$ cat src/rtl/dbus_router.sv
// Registered CPU data-bus router: base/mask window decode, one outstanding transfer.
// Define DBUS_TIMEOUT_EN to abort slave transfers stalled for TIMEOUT_CYCLES ACCESS cycles.
module dbus_router #(
  parameter int unsigned                N_SLAVES       = 8,
  parameter int unsigned                ADDR_W         = 32,
  parameter int unsigned                DATA_W         = 32,
  parameter logic [N_SLAVES*ADDR_W-1:0] SLV_BASE       = '0,
  parameter logic [N_SLAVES*ADDR_W-1:0] SLV_MASK       = '0,
  parameter int unsigned                TIMEOUT_CYCLES = 255
) (
  input  logic                         clk,
  input  logic                         rst_n,
  input  logic [ADDR_W-1:0]            cpu_address,
  input  logic [DATA_W-1:0]            cpu_data_wr,
  input  logic [DATA_W/8-1:0]          cpu_mask,
  input  logic                         cpu_read,
  input  logic                         cpu_write,
  output logic [DATA_W-1:0]            cpu_data_rd,
  output logic                         cpu_stall,
  output logic                         cpu_error,
  output logic [ADDR_W-3:0]            slv_address,
  output logic [DATA_W-1:0]            slv_data_wr,
  output logic [DATA_W/8-1:0]          slv_mask,
  output logic [N_SLAVES-1:0]          slv_read,
  output logic [N_SLAVES-1:0]          slv_write,
  input  logic [N_SLAVES*DATA_W-1:0]   slv_data_rd,
  input  logic [N_SLAVES-1:0]          slv_stall
);

  if (N_SLAVES < 1 || N_SLAVES > 16) begin : g_bad_slaves
    $error("dbus_router: N_SLAVES must be 1..16");
  end
  if (TIMEOUT_CYCLES < 1 || TIMEOUT_CYCLES > 65535) begin : g_bad_timeout
    $error("dbus_router: TIMEOUT_CYCLES must be 1..65535");
  end

  typedef enum logic [1:0] {
    S_IDLE,
    S_ACCESS,
    S_DONE
  } state_t;

  state_t              state;
  state_t              state_nxt;
  logic [N_SLAVES-1:0] hit_sel;
  logic [N_SLAVES-1:0] sel_r;
  logic                is_write_r;
  logic                cpu_req;
  logic                sel_stall;
  logic [DATA_W-1:0]   sel_data;
  logic                tmo_hit;

  assign cpu_req   = cpu_read | cpu_write;
  assign cpu_stall = cpu_req & (state != S_DONE);

  // Scan from the top index down so the lowest matching window wins.
  always_comb begin
    hit_sel = '0;
    for (int unsigned i = N_SLAVES; i > 0; i--) begin
      if ((cpu_address & SLV_MASK[(i-1)*ADDR_W +: ADDR_W]) == SLV_BASE[(i-1)*ADDR_W +: ADDR_W]) begin
        hit_sel        = '0;
        hit_sel[i-1]   = 1'b1;
      end
    end
  end

  always_comb begin
    sel_stall = |(slv_stall & sel_r);
    sel_data  = '0;
    for (int unsigned i = 0; i < N_SLAVES; i++) begin
      if (sel_r[i]) begin
        sel_data = sel_data | slv_data_rd[i*DATA_W +: DATA_W];
      end
    end
  end

`ifdef DBUS_TIMEOUT_EN
  localparam int unsigned CNT_W = $clog2(TIMEOUT_CYCLES + 1);

  logic [CNT_W-1:0] tmo_cnt;
  logic [CNT_W-1:0] tmo_inc;

  // tmo_inc is the number of ACCESS cycles spent including the current one.
  assign tmo_inc = (tmo_cnt == '1) ? tmo_cnt : tmo_cnt + 1'b1;
  assign tmo_hit = sel_stall && (tmo_inc == CNT_W'(TIMEOUT_CYCLES));

  always_ff @(posedge clk or negedge rst_n) begin
    if (!rst_n) begin
      tmo_cnt <= '0;
    end else if (state == S_IDLE) begin
      tmo_cnt <= '0;
    end else if (state == S_ACCESS) begin
      tmo_cnt <= tmo_inc;
    end
  end
`else
  assign tmo_hit = 1'b0;
`endif

  always_ff @(posedge clk or negedge rst_n) begin
    if (!rst_n) begin
      state <= S_IDLE;
    end else begin
      state <= state_nxt;
    end
  end

  always_comb begin
    state_nxt = state;
    case (state)
      S_IDLE: begin
        if (cpu_req) begin
          state_nxt = (|hit_sel) ? S_ACCESS : S_DONE;
        end
      end
      S_ACCESS: begin
        if (!sel_stall || tmo_hit) begin
          state_nxt = S_DONE;
        end
      end
      S_DONE: begin
        state_nxt = S_IDLE;
      end
      default: begin
        state_nxt = S_IDLE;
      end
    endcase
  end

  always_ff @(posedge clk or negedge rst_n) begin
    if (!rst_n) begin
      slv_address <= '0;
      slv_data_wr <= '0;
      slv_mask    <= '0;
      slv_read    <= '0;
      slv_write   <= '0;
      sel_r       <= '0;
      is_write_r  <= 1'b0;
      cpu_data_rd <= '0;
      cpu_error   <= 1'b0;
    end else begin
      case (state)
        S_IDLE: begin
          if (cpu_req) begin
            slv_address <= cpu_address[ADDR_W-1:2];
            slv_data_wr <= cpu_data_wr;
            slv_mask    <= cpu_mask;
            sel_r       <= hit_sel;
            is_write_r  <= cpu_write;
            slv_write   <= cpu_write ? hit_sel : '0;
            slv_read    <= cpu_write ? '0 : hit_sel;
            cpu_data_rd <= '0;
            cpu_error   <= ~(|hit_sel);
          end
        end
        S_ACCESS: begin
          if (!sel_stall) begin
            slv_read    <= '0;
            slv_write   <= '0;
            cpu_data_rd <= is_write_r ? '0 : sel_data;
            cpu_error   <= 1'b0;
          end else if (tmo_hit) begin
            slv_read    <= '0;
            slv_write   <= '0;
            cpu_data_rd <= '0;
            cpu_error   <= 1'b1;
          end
        end
        S_DONE: begin
          cpu_data_rd <= '0;
          cpu_error   <= 1'b0;
        end
        default: begin
          slv_read  <= '0;
          slv_write <= '0;
        end
      endcase
    end
  end

endmodule

$ cat config.mk
export PLATFORM = sky130hd
export DESIGN_NAME = dbus_router
export DESIGN_NICKNAME = d
export VERILOG_FILES = /design/src/rtl/dbus_router.sv
export SDC_FILE = /design/constraint.sdc
export NUM_CORES = 1
export LEC_CHECK = 0
export CORE_AREA = 2 2 175 177
export CTS_BUF_LIST = sky130_fd_sc_hd__clkbuf_8 sky130_fd_sc_hd__clkbuf_16
export CTS_CLUSTER_SIZE = 24
export DETAILED_ROUTE_END_ITERATION = 16
export DIE_AREA = 0 0 177 179
export PLACE_DENSITY = 0.53
export SYNTH_ARGS = -nofsm -noshare
export SYNTH_HDL_FRONTEND = slang
export SYNTH_SLANG_ARGS = --single-unit
$ cat constraint.sdc
create_clock -name clk -period 2.6 [get_ports clk]
set_input_delay 0.39 -clock clk [delete_from_list [all_inputs] [get_ports clk]]
set_output_delay 0.39 -clock clk [all_outputs]
set_load 0.05 [all_outputs]
==> results by group <==
Drt
  • Vias/cell: 3.30
  • DR pass1 iterations: 4
  • Wire length per cell: 13.9 um
  • Initial drt markers: 93
  • Final WL: 12.0 mm
  • Vias: 2856
  • DRC Markers: 0
  • DRT antenna net count: 0

STA
  • Fmax: 0.499 GHz
  • Slew Limit Fails: 0
  • Fin. Hold Viols: 0
  • RSZ-0062 raised after global routing: no
  • Worst setup margin: 0.597 ns
  • Final Skew: 0.0165 ns
  • Minimum clock period: 2.00 ns
  • # setup viols final: 0
  • Worst slew pin tran: 0.606 ns
  • Tcrit/Tclk final: 77.0%
  • Slew HR: 59.5%
  • Final setup TNS: 0 ns

Floorplan
  • Core Region: 30000 um2
  • Die Y: 179 um
  • Num rows: 64
  • Initial Util: 13.6%
  • Die ar.: 31700 um2
  • Die X: 177 um
  • # IOs: 452

Synthesis
  • Register area share after synthesis: 63.8%
  • Syn avg cell area: 15.7 um2
  • Top cells by area, synth: dfrtp_1 (64%), mux2_2 (13%), a22o_1 (7.1%)
  • Area fraction of the dominant cell type after synthesis: 63.8%
  • Yosys warning total: 0
  • Syn Inst Count: 259
  • Yosys cell types: 28
  • Cell taking the most area after synthesis: dfrtp_1
  • Yosys reg bits: 104
  • Mapped Area: 4080 um2

Cells and area
  • Core Util, Final: 22.6%
  • P&R area growth vs syn: 66.3%
  • Area of the multi-input gates: 1280 um2
  • Storage cell area: 2600 um2
  • Commonest non-fill, non-tap cell in the layout: clkdlybuf4s50_1
  • Antenna cell count: 0
  • Nets: 800
  • Fill cells: 3205
  • Commonest cells after routing, fill and taps aside: clkdlybuf4s50_1 (201), dfrtp_1 (104), mux2_2 (48)
  • Layout cells sized above 1: 17.1%

Worst setup path
  • Reg2reg path depth: 4
  • Type of origin of the critical path: flip-flop
  • CP Buf/Inv Count: 1
  • Worst reg2reg startpoint: state[1]
  • Worst Setup End Kind: output pin
  • FF-to-FF setup slack: 0.89 ns
  • Kind of critical path: reg -> out
  • CP peak stage delay: 0.85 ns
  • Worst Path Max Fanout: 3
  • Cell Chain, Critical Path: clkdlybuf4s50_1
  • CP delay by family, top: buffers and inverters
  • R2r endpoint: cpu_data_rd[10]
  • Max stage delay cell, worst path: clkdlybuf4s50_1
  • Req. time, crit path: 2.21 ns
  • WP data arrival: 1.61 ns

GRT
  • GRT Overall Usage: 7.48%
  • Global Route met2 Usage: 11.0%
  • Busiest grt layer: met2
  • Initial antenna violation count: 1
  • Gr ovfl total: 0
  • M3 GR Usage: 2.88%
  • Vias in the first global route: 2892
  • Met1 Use GR: 9.56%
  • Largest net degree at the start of global routing: 49
  • First-pass GRT wire length: 17.5 mm

Clock network
  • H-tree depth: 3
  • CTS resizes: 0
  • Clock buffer depth: 2
  • CTS tree: done
  • Reg clk slew, reported paths: 0.09 ns
  • # clock sinks: 104
  • Number of buffers created by CTS: 9
  • Worst-skew pair later-pin latency: 0.37 ns
  • CTS root buf: clkbuf_16

Placed design
  • Final RePlAce weighted congestion: 0.671
  • DP Worst Slack: 0.515 ns
  • IO buf count: 203
  • DP HPWL: 8.57 mm

Worst hold path
  • Worst hold path type: in -> async

Pwr
  • Leakage: 2.74 nW
  • Power Dens Cells: 1400 nW/um2
  • Worst VDD drop: 678 uV

Status
  • Status: finished, final reports clean

Flow run
  • Max cap viols: 0
## kinds of logic after synthesis
logic type	count (synthesis)	share of synthesized area, %
buffers and inverters	32	6.29
DFF	104	63.8
other	1	0.0920
and+or+nand+nor	14	2.79
muxes	66	18.2
AOI/OAI and AO/OA	42	8.75
## sequential cells by signal, indices dropped and copies added (netlist names)
name         count
slv_mask         4
slv_data_wr     32
slv_write        1
state            2
slv_read         1
is_write_r       1
slv_address     30
sel_r            1
cpu_data_rd     32
## per-stage QoR
stage | hold slack [ns] | std cells | instance area [um2] | power, mW
3_5_place_dp | 0.372 | 848 | 6480 | 8.22
2_1_floorplan | 0.0944 | 273 | 4130 | 6.37
6_report | 0.487 | 865 | 6780 | 9.51
3_3_place_gp | 0.374 | 848 | 6480 | 8.19
5_1_grt | 0.505 | 865 | 6780 | 10.0
4_1_cts | 0.491 | 865 | 6780 | 9.68
## synth_stat cells
library cell and count:
nand2b_1 1, o21bai_1 1, buf_2 4, or2_2 1, a2bb2oi_1 1, o211ai_1 1
nand4_1 1, dfrtp_1 104, nor4b_4 1, o21ai_0 1, nand2_1 3, nor3_1 1
a22o_1 33, nor2_1 1, a2bb2oi_2 1, buf_4 17, a31o_2 1, a21oi_1 3
or3b_2 1, nor2b_1 1, buf_6 9, nor3_4 1, conb_1 1, inv_1 2
nor2_2 1, mux2_2 48, mux2_1 18, nand2b_4 1
## power breakdown
| group | switching, mW | total (mW) | internal [mW] |
|---|---|---|---|
| Combinational | 3.45 | 5.44 | 1.99 |
| Sequential | 0.386 | 2.70 | 2.31 |
| Clock | 0.701 | 1.37 | 0.673 |
## final cells by class
cell class,instances,area share (%)
clock inverters,7,0.886
flip-flops and latches,104,38.4
inverters,2,0.111
repair buffers,210,31.1
multi-input cells,137,18.9
clock buffers,9,3.32
well taps,396,7.31
## metal layers
metal  vias to the layer above  part of all wire [%]
met2                       115                    45
li1                       1311                     -
met4                         2                   2.3
met5                         -                  0.15
met3                        15                   8.0
met1                      1413                    44
## worst max-delay path by stage
stage                         start  slack, ns               to  cells after the start
floorplan                  state[0]       0.89        cpu_stall                      3
global placement           cpu_read       0.49   cpu_data_rd[5]                      5
detailed placement        cpu_write       0.52  slv_data_wr[18]                      5
CTS                 cpu_data_rd[27]       0.56  cpu_data_rd[27]                      1
global route           slv_write[0]       0.52     slv_write[0]                      1
finish                 slv_write[0]       0.60     slv_write[0]                      1
## repair_timing
action / CTS / global route
setup buffers: 0 / 0
hold buffers: 1 / 0
setup endpoints to repair: 0 / 0
hold endpoints to repair: 30 / 0
No activity file was read; power rests on OpenSTA's default activity.
